===== config.mk =====
export PLATFORM = sky130hd
export DESIGN_NAME = pipelined_add_sub
export DESIGN_NICKNAME = d
export VERILOG_FILES = /design/src/rtl/pipelined_add_sub.sv
export SDC_FILE = /design/constraint.sdc
export NUM_CORES = 1
export LEC_CHECK = 0
export ABC_CLOCK_PERIOD_IN_PS = 2300
export CORE_MARGIN = 1.5
export CORE_UTILIZATION = 54
export DETAILED_ROUTE_END_ITERATION = 12
export GPL_TIMING_DRIVEN = 1
export PLACE_DENSITY = 0.79
export SLEW_MARGIN = 0
export SYNTH_ARGS = -nofsm -noshare
export SYNTH_HDL_FRONTEND = slang
export SYNTH_SLANG_ARGS = --single-unit

===== constraint.sdc =====
create_clock -name clk -period 2.3 [get_ports clk]
set_clock_uncertainty 0.2 [all_clocks]
set_input_delay 0.46 -clock clk [delete_from_list [all_inputs] [get_ports clk]]
set_output_delay 0.46 -clock clk [all_outputs]
set_load 0.005 [all_outputs]

===== src/rtl/pipelined_add_sub.sv =====
// Pipelined WIDTH-bit adder/subtractor: the carry chain is cut into STAGES registered
// segments, with valid/ready handshakes on both sides and a global output stall.
`timescale 1ns/1ps
module pipelined_add_sub #(
   parameter int WIDTH  = 16,
   parameter int STAGES = 4
) (
   input  logic             clk,
   input  logic             rst,
   input  logic             in_valid,
   output logic             in_ready,
   input  logic [WIDTH-1:0] a,
   input  logic [WIDTH-1:0] b,
   input  logic             m,
   output logic             out_valid,
   input  logic             out_ready,
   output logic [WIDTH-1:0] sum,
   output logic             carry,
   output logic             overflow,
   output logic             zero
);

   localparam int SEG  = WIDTH / STAGES;
   localparam int LAST = STAGES - 1;

   logic              stall;
   logic [STAGES-1:0] valid_q, valid_d;
   logic [STAGES-1:0] cy_q, cy_d;
   logic [WIDTH-1:0]  opa_q [STAGES];
   logic [WIDTH-1:0]  opa_d [STAGES];
   logic [WIDTH-1:0]  opb_q [STAGES];
   logic [WIDTH-1:0]  opb_d [STAGES];
   logic [WIDTH-1:0]  res_q [STAGES];
   logic [WIDTH-1:0]  res_d [STAGES];
   logic              ovf_q, ovf_d;
   logic              zero_q, zero_d;

   logic [WIDTH-1:0]  src_a, src_b, src_res;
   logic              src_c, src_v;
   logic [SEG:0]      seg_sum;

   assign stall     = valid_q[LAST] && !out_ready;
   assign in_ready  = !stall;
   assign out_valid = valid_q[LAST];
   assign sum       = res_q[LAST];
   assign carry     = cy_q[LAST];
   assign overflow  = ovf_q;
   assign zero      = zero_q;

   // m is folded in at entry (B inverted, cin_0 = m), so later stages only need the carry.
   always_comb begin
      valid_d = valid_q;
      cy_d    = cy_q;
      ovf_d   = ovf_q;
      zero_d  = zero_q;
      for (int k = 0; k < STAGES; k++) begin
         opa_d[k] = opa_q[k];
         opb_d[k] = opb_q[k];
         res_d[k] = res_q[k];
      end
      src_a   = a;
      src_b   = b ^ {WIDTH{m}};
      src_res = '0;
      src_c   = m;
      src_v   = in_valid;
      seg_sum = '0;
      if (!stall) begin
         for (int k = 0; k < STAGES; k++) begin
            seg_sum = {1'b0, src_a[k*SEG +: SEG]} + {1'b0, src_b[k*SEG +: SEG]}
                    + {{SEG{1'b0}}, src_c};
            valid_d[k] = src_v;
            // The output stage keeps its last data when a bubble arrives.
            if (k != LAST || src_v) begin
               opa_d[k]                = src_a;
               opb_d[k]                = src_b;
               res_d[k]                = src_res;
               res_d[k][k*SEG +: SEG]  = seg_sum[SEG-1:0];
               cy_d[k]                 = seg_sum[SEG];
            end else begin
               cy_d[k] = cy_q[k];
            end
            src_a   = opa_q[k];
            src_b   = opb_q[k];
            src_res = res_q[k];
            src_c   = cy_q[k];
            src_v   = valid_q[k];
         end
         if (valid_d[LAST]) begin
            ovf_d  = (opa_d[LAST][WIDTH-1] == opb_d[LAST][WIDTH-1]) &&
                     (res_d[LAST][WIDTH-1] != opa_d[LAST][WIDTH-1]);
            zero_d = ~|res_d[LAST];
         end else begin
            ovf_d  = ovf_q;
            zero_d = zero_q;
         end
      end else begin
         valid_d = valid_q;
      end
   end

   always_ff @(posedge clk) begin
      if (rst) begin
         valid_q <= '0;
         cy_q    <= '0;
         ovf_q   <= 1'b0;
         zero_q  <= 1'b0;
         for (int k = 0; k < STAGES; k++) begin
            opa_q[k] <= '0;
            opb_q[k] <= '0;
            res_q[k] <= '0;
         end
      end else begin
         valid_q <= valid_d;
         cy_q    <= cy_d;
         ovf_q   <= ovf_d;
         zero_q  <= zero_d;
         for (int k = 0; k < STAGES; k++) begin
            opa_q[k] <= opa_d[k];
            opb_q[k] <= opb_d[k];
            res_q[k] <= res_d[k];
         end
      end
   end

endmodule


==> flow_summary_export.csv, run 1 <==
group,metric,value,unit
finish,nets,594,
place,port_buffers,57,
routing,drc,0,
logic_synthesis,synthFlopType,"dfxtp_1",
clock_tree,cts_root_buffer,"clkbuf_8",
logic_synthesis,ys_top_cells_by_area,"dfxtp_1 (47%), nand2_1 (13%), a21oi_1 (8.7%)",
setup_path,worstSetupPathType,"flop to flop",
routing,viasPerCell,5.14,
clock_tree,clk_latency,0.36,ns
floorplan,ios,58,
grt,grt_pass1_wl,13.4,mm
grt,groute.usage.overall,19.6,%
floorplan,die_x,91.2,um
routing,wl_per_cell,11.9,um
routing,drt_iter0_drc,141,
floorplan,initial_core_util,56.7,%
logic_synthesis,yosys.area.top_type,"dfxtp_1",
setup_path,crit_required,2.41,ns
place,dp_cells,626,
sta,slew_viol_final,0,
min_path,min-delay-path-class,"flop to flop",
setup_path,path_buf_inv,0,
logic_synthesis,synthCells,508,
logic_synthesis,netlist_area,4200,sq um
sta,tightest_slew,0.446,ns
sta,period_needed,2.25,ns
logic_synthesis,ys_types,35,
routing,firstDrtPassIters,4,
sta,hold_ws,0.253,ns
logic_synthesis,synth_top_area_share,46.7,%
finish,stdcell_area,5000,sq um
outcome,status,"finished clean",
clock_tree,cts_buffer_depth,2,
setup_path,slowest_delay,0.49,ns
logic_synthesis,synth_most_common_cell,"nand2_1",
setup_path,crit_top_cell,"nor4_2",
logic_synthesis,ys_seq_elements,98,
finish,layout.cells.non_filler,642,
setup_path,end_kind,"flop",
clock_tree,clk_pin_slew,0.09,ns
grt,overflow,0,
finish,drive_gt1_share,7.18,%
setup_path,critPathLaunchType,"flop",
power_and_ir_drop,p_total,0.00335,W
logic_synthesis,synth_edf_count,0,
place,place_hpwl,5.17,mm
logic_synthesis,yosysSeqAreaShare,46.7,%
clock_tree,cts-hold-fix-buffers,0,
logic_synthesis,ys_warn_count,0,
sta,hold_violations,0,
floorplan,fp.dieArea,8320,sq um
power_and_ir_drop,powerDensity,670,nW/um^2
sta,finalSetupTns,0,ns
logic_synthesis,synth_common_cells,"nand2_1 (142), dfxtp_1 (98), a21oi_1 (73), nor2_1 (27), a211oi_1 (20)",
setup_path,cp_slowest_cell,"fa_1",
sta,maxSlewHeadroom,70.0,%
finish,synthToLayoutAreaGrowth,18.9,%
clock_tree,cts_sinks,98,
power_and_ir_drop,vdd.ir_drop.worst,0.321,mV
finish,antenna_cells,0,
grt,antenna_found_initial,0,
routing,routed_wl,7.64,mm
power_and_ir_drop,leakage,1.93,nW
floorplan,rows,31,
logic_synthesis,syn_nets,564,
grt,grt_pass1_vias,3132,
clock_tree,cts_tree,"yes",
setup_path,critical_path.top_delay_family,"adder cells",
place,gp_congestion,0.785,
clock_tree,htree_levels,3,
setup_path,worstPathMaxFanout,2,
routing,via_count,3300,
job,maxCapViolations,0,
sta,max_freq,0.444,GHz
routing,ant_nets,0,
floorplan,die_h,91.2,um
logic_synthesis,synthArstFlopShare,0,%
setup_path,crit_chain,"fa_2 > fa_1 > nor4_2 > nand3_1 > nor4_2 > a32o_1",
floorplan,core,7410,sq um
setup_path,arrival,2.36,ns
clock_tree,numCtsBuffers,9,
sta,setup_viol,0,
place,postPlaceCellArea,4770,sq um
sta,min_period_over_period,97.9,%
grt,grt_max_degree,96,
logic_synthesis,avgSynthCellArea,8.27,sq um
==> final timing paths <==
check	startpoint	end	slack [ns]	cells past startpoint
setup / recovery	cy_q[2]	zero	0.05	6
hold / removal	res_q[0][19]	res_q[0][19]	0.25	2
setup reg to reg	cy_q[2]	zero	0.05	6
hold reg to reg	res_q[0][19]	res_q[0][19]	0.25	2
==> where the power goes <==
group	switching [W]	total, W	leakage [nW]	internal [W]
registers	0.0000593	0.00185	0.805	0.00180
logic	0.000185	0.000393	1.03	0.000208
clock network	0.000564	0.00110	0.0966	0.000534
total	0.000809	0.00335	1.93	0.00254
==> cell usage in the layout, fill, tap and decap left out, drive strengths merged, types with 2 or more instances in the layout <==
| cell type | instances |
|---|---|
| clkbuf | 12 |
| nor3 | 3 |
| o21ai | 8 |
| nand3 | 7 |
| o21a | 2 |
| ha | 12 |
| clkdlybuf4s50 | 55 |
| dfxtp | 98 |
| xnor2 | 15 |
| xor2 | 4 |
| nor2 | 27 |
| a21oi | 73 |
| a211oi | 20 |
| fa | 7 |
| buf | 14 |
| a21o | 6 |
| or3 | 2 |
| clkinv | 2 |
| nor4 | 4 |
| inv | 12 |
| nand2 | 142 |
| nor2b | 4 |
| or4 | 2 |
==> tightest hold or removal path, stage by stage, from the launching register on <==
cell and delay, ns:
dfxtp_1 0.32, nand2_1 0.05, a21oi_1 0.05
==> sequential cells by signal, indices dropped and copies added, names as in the netlist <==
name,flops
zero,1
cy_q,4
opb_q,24
valid_q,4
res_q,40
overflow,1
opa_q,24
==> final cells by class <==
cell class / count / area, sq um
fill: 618 / 2410
multi-input combinational: 347 / 1950
clock inverter: 4 / 51.3
tap: 99 / 124
timing repair buffer: 70 / 716
clock buffer: 12 / 145
sequential: 98 / 1960
inverter: 12 / 45.0
==> cell families after synthesis <==
| family | share of synthesized area (%) |
|---|---|
| buf+inv | 7.56 |
| fa+ha+maj | 6.91 |
| mux | 0.268 |
| flops | 46.7 |
| simple gates | 18.8 |
| compound gates | 15.8 |
| xor+xnor | 3.96 |
==> layer usage <==
layer | GRT usage, % | share of wire, %
met1 | 25.5 | 49
met2 | 32.3 | 45
met3 | 3.18 | 4.1
met4 | 7.94 | 2.3
met5 | 0 | 0
==> per-stage QoR <==
| step | util [%] | setup slack (ns) |
|---|---|---|
| final | 67.4 | 0.0487 |
| after global routing | 67.4 | -0.0796 |
| after floorplan | - | 0.133 |
| after CTS | 67.1 | 0.0173 |
| after global placement | 64.4 | -0.137 |
| after detailed placement | 64.4 | -0.174 |
==> timing repair <==
item | 4_1_cts | 5_1_grt
gates resized for setup | 0 | 5
endpoints found under the setup margin | 0 | 2
setup buffers | 0 | 0
No activity file was read; power rests on OpenSTA's default activity.
==> run 2, diff against run 1 <==
--- a/config.mk
+++ b/config.mk
@@ -10,7 +10,7 @@
 export CORE_UTILIZATION = 54
 export DETAILED_ROUTE_END_ITERATION = 12
 export GPL_TIMING_DRIVEN = 1
-export PLACE_DENSITY = 0.79
+export PLACE_DENSITY = 0.82
 export SLEW_MARGIN = 0
 export SYNTH_ARGS = -nofsm -noshare
 export SYNTH_HDL_FRONTEND = slang
==> flow_summary_export.csv, run 2 (synthesis results as in run 1) <==
group,metric,value,unit
finish,synthToLayoutAreaGrowth,18.5,%
finish,drive_gt1_share,7.01,%
sta,tightest_slew,0.418,ns
finish,largest_reg_flops,40,
finish,antenna_cells,0,
clock_tree,cts_root_buffer,"clkbuf_8",
routing,wl_per_cell,12.3,um
clock_tree,cts_buffer_depth,2,
sta,finalSetupTns,0,ns
floorplan,core,7410,sq um
finish,layout_commonest_cell,"nand2_1",
routing,drc,0,
finish,nets,593,
place,gp_congestion,0.783,
clock_tree,htree_levels,3,
floorplan,die_h,91.2,um
outcome,status,"finished clean",
finish,largest_register,"res_q",
sta,max_freq,0.459,GHz
finish,multi_input_area,1950,sq um
grt,grt_pass1_wl,13.8,mm
setup_path,worstSetupPathType,"flop to flop",
min_path,hold_depth,2,
floorplan,rows,31,
power_and_ir_drop,leakage,1.93,nW
job,maxCapViolations,0,
finish,top_regs,"res_q x40, opa_q x24, opb_q x24",
sta,rsz0062_at_grt,"false",
sta,period_needed,2.18,ns
min_path,min-delay-path-class,"flop to flop",
grt,grt_max_degree,96,
grt,overflow,0,
place,place_hpwl,5.41,mm
sta,slew_viol_final,0,
clock_tree,post-cts-setup-buffer-count,0,
grt,grt_pass1_vias,3177,
finish,fillers,619,
grt,antenna_found_initial,0,
power_and_ir_drop,powerDensity,671,nW/um^2
routing,via_count,3326,
clock_tree,numCtsBuffers,9,
routing,firstDrtPassIters,4,
finish,mostFrequentLayoutCells,"nand2_1 (142), dfxtp_1 (98), a21oi_1 (73)",
setup_path,worstPathMaxFanout,2,
routing,viasPerCell,5.19,
setup_path,critPathLaunchType,"flop",
clock_tree,clk_pin_slew,0.09,ns
floorplan,die_x,91.2,um
sta,hold_violations,0,
sta,setup_viol,0,
setup_path,end_kind,"flop",
routing,routed_wl,7.90,mm
grt,groute.usage.overall,20.3,%
routing,drt_iter0_drc,223,
floorplan,initial_core_util,56.7,%
finish,layout.area.seq,1960,sq um
setup_path,arrival,2.28,ns
floorplan,fp.dieArea,8320,sq um
power_and_ir_drop,vdd.ir_drop.worst,0.464,mV
sta,min_period_over_period,94.6,%
clock_tree,cts_sinks,98,
routing,ant_nets,0,
setup_path,crit_required,2.40,ns
clock_tree,cts-resized-gates,0,
setup_path,ff2ff_path_depth,6,
finish,utilization,67.2,%
clock_tree,clk_latency,0.36,ns
place,port_buffers,57,
place,postPlaceCellArea,4770,sq um
sta,maxSlewHeadroom,72.1,%
finish,stdcell_area,4980,sq um
clock_tree,cts_tree,"yes",
floorplan,ios,58,
clock_tree,cts-hold-fix-buffers,0,
[run 2: cell types whose count changed in the layout (fill, tap and decap cells not counted), sizes merged]
cell	before	now
inv	12	14
clkbuf	12	10
buf	14	13
[run 2: where the power goes]
part | internal, W | switching (W) | total [W]
Clock | 0.000507 | 0.000588 | 0.00109
Combinational | 0.000204 | 0.000185 | 0.000389
Sequential | 0.00180 | 0.0000600 | 0.00186
Total | 0.00251 | 0.000832 | 0.00334
[run 2: through the flow]
stage | setup slack, ns | total power, W | cells | hold WS, ns
after floorplan | 0.133 | 0.00213 | 508 | 0.232
after global routing | 0.0153 | 0.00350 | 641 | 0.276
final | 0.123 | 0.00334 | 641 | 0.254
after detailed placement | -0.191 | 0.00228 | 625 | 0.245
after global placement | -0.136 | 0.00226 | 625 | 0.239
after CTS | 0.000278 | 0.00335 | 641 | 0.257
[run 2: cell type report]
type | instances | share of cell area, %
clock inverter | 6 | 1.31
tap | 99 | 2.49
timing repair buffer | 69 | 14.2
inverter | 12 | 0.905
multi-input combinational | 347 | 39.1
sequential | 98 | 39.4
clock buffer | 10 | 2.56
[run 2: metal layers]
| metal | vias up | GRT usage, % | routed length (um) |
|---|---|---|---|
| met2 | 68 | 33.4 | 3700 |
| met5 | - | 0 | 0 |
| li1 | 1724 | - | - |
| met1 | 1523 | 26.3 | 3810 |
| met3 | 11 | 3.02 | 250 |
| met4 | 0 | 9.38 | 138 |
[run 2: worst max-delay path, stage by stage (launching register included)]
cell,delay (ns)
dfxtp_1,0.34
fa_2,0.41
fa_1,0.45
nor4_1,0.19
nand3_1,0.13
nor4_2,0.23
a32o_1,0.17
[run 2: path summary, 6_finish.rpt]
check                from           end  slack, ns
min reg2reg  opa_q[0][29]  opa_q[0][29]       0.25
min          opa_q[0][29]  opa_q[0][29]       0.25
max reg2reg       cy_q[2]          zero       0.12
max               cy_q[2]          zero       0.12
